--- config.mk ---
export PLATFORM = sky130hd
export DESIGN_NAME = rotate_tick_gen_flat
export DESIGN_NICKNAME = d
export VERILOG_FILES = /design/src/rtl/rotate_tick_if.sv /design/src/rtl/rotate_tick_gen.sv /design/src/flat_wrapper.sv
export SDC_FILE = /design/constraint.sdc
export NUM_CORES = 1
export LEC_CHECK = 0
export BUFFER_PORTS_ARGS = -buffer_cell sky130_fd_sc_hd__buf_2
export CORE_ASPECT_RATIO = 1.25
export CORE_MARGIN = 2
export CORE_UTILIZATION = 50
export DETAILED_ROUTE_END_ITERATION = 7
export PLACE_DENSITY = 0.66
export SYNTH_ARGS = -nofsm -noshare
export SYNTH_HDL_FRONTEND = slang
export SYNTH_SLANG_ARGS = --single-unit
--- constraint.sdc ---
create_clock -name clk -period 3.4 [get_ports clk]
set_input_delay 0.68 -clock clk [delete_from_list [all_inputs] [get_ports clk]]
set_output_delay 0.68 -clock clk [all_outputs]
set_load 0.02 [all_outputs]
--- src/rtl/rotate_tick_if.sv ---
// Signal bundle between the rotate tick generator and its environment.
// btn_step exists only when ROTATE_STEP_EN is defined.
interface rotate_tick_if;
  logic       btn_run;
  logic [1:0] speed;
`ifdef ROTATE_STEP_EN
  logic       btn_step;
`endif
  logic       en;
  logic       running;

`ifdef ROTATE_STEP_EN
  modport master (output btn_run, output speed, output btn_step, input en, input running);
  modport slave  (input btn_run, input speed, input btn_step, output en, output running);
`else
  modport master (output btn_run, output speed, input en, input running);
  modport slave  (input btn_run, input speed, output en, output running);
`endif
endinterface

--- src/rtl/rotate_tick_gen.sv ---
// Run/pause gated enable-pulse divider for the LED rotator, with debounced buttons.
// Optional single-step button is compiled in when ROTATE_STEP_EN is defined.
module rotate_tick_gen #(
  parameter int unsigned DIV_BASE    = 50_000_000,
  parameter int unsigned DBNC_CYCLES = 500_000,
  parameter int unsigned CNT_W       = 32
) (
  input logic          clk,
  input logic          rst,
  rotate_tick_if.slave tick
);

`ifdef ROTATE_STEP_EN
  localparam int unsigned NumBtn = 2;
`else
  localparam int unsigned NumBtn = 1;
`endif

  localparam logic [CNT_W-1:0] DbncLast = CNT_W'(DBNC_CYCLES - 1);
  localparam logic [CNT_W-1:0] DivBase  = CNT_W'(DIV_BASE);

  typedef enum logic [0:0] {StPause, StRun} state_e;

  logic [NumBtn-1:0] btn_raw;
  logic [NumBtn-1:0] sync1_q, sync2_q;
  logic [NumBtn-1:0] stable_q, stable_d, stable_prev_q;
  logic [NumBtn-1:0] press;
  logic [CNT_W-1:0]  dbnc_q [NumBtn];
  logic [CNT_W-1:0]  dbnc_d [NumBtn];

  logic              run_press, step_press;
  logic [CNT_W-1:0]  term;
  logic [CNT_W-1:0]  cnt_q;
  logic              en_q, running_q;
  state_e            state_q;

`ifdef ROTATE_STEP_EN
  assign btn_raw    = {tick.btn_step, tick.btn_run};
  assign step_press = press[1];
`else
  assign btn_raw    = tick.btn_run;
  assign step_press = 1'b0;
`endif
  assign run_press  = press[0];

  // Counter only runs while the synced level disagrees with the accepted level.
  always_comb begin
    for (int b = 0; b < int'(NumBtn); b++) begin
      stable_d[b] = stable_q[b];
      dbnc_d[b]   = '0;
      if (sync2_q[b] != stable_q[b]) begin
        if (dbnc_q[b] == DbncLast) begin
          stable_d[b] = sync2_q[b];
        end else begin
          dbnc_d[b] = dbnc_q[b] + CNT_W'(1);
        end
      end
    end
  end

  assign press = stable_q & ~stable_prev_q;

  always_ff @(posedge clk or negedge rst) begin
    if (!rst) begin
      sync1_q       <= '0;
      sync2_q       <= '0;
      stable_q      <= '0;
      stable_prev_q <= '0;
      for (int b = 0; b < int'(NumBtn); b++) begin
        dbnc_q[b] <= '0;
      end
    end else begin
      sync1_q       <= btn_raw;
      sync2_q       <= sync1_q;
      stable_q      <= stable_d;
      stable_prev_q <= stable_q;
      for (int b = 0; b < int'(NumBtn); b++) begin
        dbnc_q[b] <= dbnc_d[b];
      end
    end
  end

  assign term = (DivBase >> tick.speed) - CNT_W'(1);

  // A run press always wins the state; a terminal count in the same cycle still emits en.
  always_ff @(posedge clk or negedge rst) begin
    if (!rst) begin
      state_q   <= StPause;
      running_q <= 1'b0;
      en_q      <= 1'b0;
      cnt_q     <= '0;
    end else begin
      case (state_q)
        StRun: begin
          if (cnt_q >= term) begin
            cnt_q <= '0;
            en_q  <= 1'b1;
          end else begin
            cnt_q <= cnt_q + CNT_W'(1);
            en_q  <= 1'b0;
          end
          if (run_press) begin
            state_q   <= StPause;
            running_q <= 1'b0;
            cnt_q     <= '0;
          end
        end
        default: begin
          en_q <= step_press;
          if (run_press) begin
            state_q   <= StRun;
            running_q <= 1'b1;
          end
        end
      endcase
    end
  end

  assign tick.en      = en_q;
  assign tick.running = running_q;

endmodule

--- src/flat_wrapper.sv ---
// flat-port wrapper written by rule: the top's interface ports become plain ports
module rotate_tick_gen_flat 
#(
  parameter int unsigned DIV_BASE    = 50_000_000,
  parameter int unsigned DBNC_CYCLES = 500_000,
  parameter int unsigned CNT_W       = 32
)
  (clk, rst, tick_btn_run, tick_speed, tick_en, tick_running);
  rotate_tick_if tick_i ();
  input logic clk;
  input logic rst;
  input wire logic [$bits(tick_i.btn_run)-1:0] tick_btn_run;
  input wire logic [$bits(tick_i.speed)-1:0] tick_speed;
  output wire logic [$bits(tick_i.en)-1:0] tick_en;
  output wire logic [$bits(tick_i.running)-1:0] tick_running;
  assign tick_i.btn_run = tick_btn_run;
  assign tick_i.speed = tick_speed;
  assign tick_en = tick_i.en;
  assign tick_running = tick_i.running;
  rotate_tick_gen #(.DIV_BASE(DIV_BASE), .DBNC_CYCLES(DBNC_CYCLES), .CNT_W(CNT_W)) u_core (.clk(clk), .rst(rst), .tick(tick_i));
endmodule
==> qor.yml <==
setup_path:
  crit_arrival_ps: 3210
  ff2ff_setup_slack_ps: 870
  worst_reg2reg_path_endpoint: "u_core.cnt_q[25]"
  rr_startpoint: "u_core.cnt_q[9]"
  cp_data_required_time_ps: 3680
  worstPathMaxFanout: 11
  setup.worst_path.class: "in2reg"
  end_kind: "flop"
  timing.reg2reg.worst_path_depth: 7
  timing.critical_path.from_type: "primary input"
job:
  drv_cap: 0
clock_tree:
  tritoncts_clock_tree: "done"
  cts.clk_slew.worst_paths_ps: 70
  cts_root_buf: "sky130_fd_sc_hd__clkbuf_8"
  post_cts_resized: 0
  cts_post_setup_buffers_inserted: 0
  clock_tree.buffer_depth: 2
  hold_buffers: 0
  cts_max_level: 3
  clock_insertion_delay_worst_skew_ps: 340
  tritoncts.num_buffers: 9
  cts.sink_count: 71
global_route:
  first_global_vias: 2972
  initial_antenna_violation_count: 0
  grt_pass1_wl_um: 13600
  grt.total_usage_pct: 18.8
  maximum_number_of_pins_on_one_net_before_global_route_repair: 72
  grt_overflow_total: 0
placed_design:
  placement.io_buffers: 6
  place.detailed.hpwl_um: 5370
  gp_routability_congestion: 0.789
  numPlacedInstances: 512
logic_synthesis:
  synth_edf_count: 0
  synth_cells: 416
  synthTopCellsByCount: "71 x sky130_fd_sc_hd__dfrtp_1, 57 x sky130_fd_sc_hd__nor2_1, 29 x sky130_fd_sc_hd__nand3_1, 25 x sky130_fd_sc_hd__o21ai_0, 23 x sky130_fd_sc_hd__nand2_1"
  post_synth_main_area_contributors: "sky130_fd_sc_hd__dfrtp_1 44%, sky130_fd_sc_hd__ha_1 6.8%, sky130_fd_sc_hd__nor2_1 5.3%"
  postSynth.asyncResetShare_pct: 100
  yosys.area.top_type: "sky130_fd_sc_hd__dfrtp_1"
  number_of_nets_produced_by_synthesis: 443
  synth_cell_type_count: 47
  ys_seq_elements: 71
  synth_area_per_cell_um2: 9.68
  synth.cell_area_um2: 4030
  yosysMostFrequentCell: "sky130_fd_sc_hd__dfrtp_1"
  synth_largest_type_area_fraction_pct: 44.1
  yosysWarningCount: 0
  postSynth.topFlopCell: "sky130_fd_sc_hd__dfrtp_1"
  seq_area_frac_synth_pct: 44.1
sta:
  hold_viol: 0
  timing_max_transition_violations_final: 0
  grt_setup_unrepaired: "false"
  timing.final.crit_share_pct: 86.3
  period_minus_slack_ps: 2930
  fmax_ghz: 0.341
  fin_setup_tns_ps: 0
  timing.final.setup_violations: 0
  rel_slew_slack_pct: 50.1
  clock_skew_ps: 6.83
  worst_margin_slew_ps: 747
outcome:
  run_status: "finished, final reports clean"
route:
  wl_per_cell_um: 14.8
  detail-route-antenna-nets: 0
  via_count: 3022
  total_length_of_routed_wires_um: 7790
  first_pass_detailed_route_iteration_total: 4
  drc: 0
  drt_first_iter_violations: 160
  detailed_route_vias_per_instance: 5.72
min_path:
  hold_path_class: "in2async"
pwr:
  worst_ir_drop_vdd_mv: 0.229
  netSwitchingFraction_pct: 22.7
  p_per_cell_area_nw_per_um2: 368
  p_clk_share_pct: 43.4
  cellInternalPower_mw: 1.24
  pwr-share-seq_pct: 52.9
  p_comb_share_pct: 3.6
  power.static_leakage_nw: 2.06
  p_switching_mw: 0.365
cells_and_area:
  stdcell_count: 528
  postLayoutCoreUtil_pct: 56.1
  final_nets: 455
  post_route_cells_drive_above_1_share_pct: 9.47
  insertedDiodeCount: 0
  layout-area-overhead-vs-synth_pct: 8.48
floorplan:
  top_level_ports: 7
  num_rows: 36
  core_um2: 7790
  initial_core_util_pct: 51.7
  dieWidth_um: 84.3
  die_area_um2: 8790
  vertical_die_dimension_um: 104
-- critical path, stage by stage --
cell and delay (ps):
sky130_fd_sc_hd__buf_2 140, sky130_fd_sc_hd__nor2_1 150, sky130_fd_sc_hd__inv_1 60, sky130_fd_sc_hd__ha_1 270
sky130_fd_sc_hd__ha_1 310, sky130_fd_sc_hd__nand4_1 100, sky130_fd_sc_hd__o22ai_1 70, sky130_fd_sc_hd__a211o_1 230
sky130_fd_sc_hd__a211oi_1 470, sky130_fd_sc_hd__o211ai_4 160, sky130_fd_sc_hd__buf_4 210, sky130_fd_sc_hd__o21ai_0 190
sky130_fd_sc_hd__a22o_1 160
-- how the worst max path moves through the flow --
stage	start	end	slack [ps]	cells after the start
finish	tick_speed[0]	u_core.cnt_q[15]	470	13
global route	tick_speed[0]	u_core.cnt_q[11]	260	13
CTS	tick_speed[0]	u_core.cnt_q[26]	500	12
detailed placement	tick_speed[0]	u_core.cnt_q[26]	130	12
global placement	tick_speed[0]	u_core.cnt_q[26]	220	12
floorplan	tick_speed[0]	u_core.cnt_q[26]	380	11
-- sequential cells by signal, indices dropped and copies added, names as in the netlist --
| name | count |
|---|---|
| u_core.sync2_q | 1 |
| u_core.state_q | 1 |
| u_core.tick.en | 1 |
| u_core.tick.running | 1 |
| u_core.stable_prev_q | 1 |
| u_core.sync1_q | 1 |
| u_core.cnt_q | 32 |
| u_core.stable_q | 1 |
| u_core.dbnc_q | 32 |
-- power by group through the flow --
stage / combinational [mW] / clock, mW / sequential (mW)
6_report: 0.0584 / 0.698 / 0.851
5_1_grt: 0.0686 / 0.748 / 0.851
4_1_cts: 0.0600 / 0.716 / 0.851
3_5_place_dp: 0.0601 / 0 / 0.868
3_3_place_gp: 0.0583 / 0 / 0.868
2_1_floorplan: 0.0306 / 0 / 0.867
-- area by class of cell --
| type | instances | area [um^2] |
|---|---|---|
| clock buffer | 11 | 151 |
| clock inverter | 5 | 56.3 |
| fill | 720 | 3420 |
| inverter | 13 | 48.8 |
| multi-input combinational | 319 | 2110 |
| sequential | 71 | 1780 |
| tap | 95 | 119 |
| timing repair buffer | 14 | 103 |
-- per-layer routing --
layer,routed length [um],up-vias,GRT usage [%]
met3,156,12,4.05
li1,-,1499,-
met4,133,0,6.57
met2,3880,21,31.7
met5,0,-,0
met1,3620,1490,23.5
-- kinds of logic (layout without fill, tap and decap cells) --
group / after synthesis / in the layout / synth area share (%)
flops: 71 / 71 / 44.1
xor+xnor: 33 / 33 / 7.18
other cells: 2 / 2 / 0.187
simple gates: 188 / 188 / 23.8
compound gates: 71 / 71 / 13.6
fa+ha+maj: 23 / 23 / 7.12
mux: 2 / 2 / 0.559
buf+inv: 26 / 43 / 3.39
-- layout by cell type, fill, tap and decap left out, types with 2 or more instances in the layout --
cell type                   Yosys  routed
sky130_fd_sc_hd__nor4b_1        2       2
sky130_fd_sc_hd__o41ai_4        2       2
sky130_fd_sc_hd__o21ai_0       25      25
sky130_fd_sc_hd__o2bb2ai_1      2       2
sky130_fd_sc_hd__mux2_2         2       2
sky130_fd_sc_hd__xor2_1        19      19
sky130_fd_sc_hd__clkbuf_8       0      11
sky130_fd_sc_hd__and2_1         2       2
sky130_fd_sc_hd__a21oi_1        4       4
sky130_fd_sc_hd__buf_4          1       7
sky130_fd_sc_hd__nor2_1        57      57
sky130_fd_sc_hd__nor3_1        11      11
sky130_fd_sc_hd__a211o_1        2       2
sky130_fd_sc_hd__nand4_1        9       9
sky130_fd_sc_hd__inv_1         13      13
sky130_fd_sc_hd__nor2b_1       17      17
sky130_fd_sc_hd__a21o_1         4       4
sky130_fd_sc_hd__nor4_1         5       5
sky130_fd_sc_hd__nand3b_1       2       2
sky130_fd_sc_hd__nand2_1       23      23
sky130_fd_sc_hd__and3_1        19      19
sky130_fd_sc_hd__nand2b_1       2       2
sky130_fd_sc_hd__xnor2_1       14      14
sky130_fd_sc_hd__a211oi_1       3       3
sky130_fd_sc_hd__clkinv_2       0       2
sky130_fd_sc_hd__nand3_1       29      29
sky130_fd_sc_hd__and4_1         4       4
sky130_fd_sc_hd__dfrtp_1       71      71
sky130_fd_sc_hd__conb_1         2       2
sky130_fd_sc_hd__buf_2          0       6
sky130_fd_sc_hd__a22o_1        22      22
sky130_fd_sc_hd__ha_1          22      22
-- metrics by stage --
| step | instance area, um^2 | hold slack, ps | setup slack [ps] | power (mW) |
|---|---|---|---|---|
| after detailed placement | 4160 | 340 | 131 | 0.928 |
| after floorplan | 4030 | 331 | 377 | 0.898 |
| final | 4370 | 352 | 467 | 1.61 |
| after CTS | 4370 | 359 | 498 | 1.63 |
| after global placement | 4160 | 341 | 223 | 0.926 |
| after global routing | 4370 | 374 | 259 | 1.67 |
(Power assumes the default switching activity.)
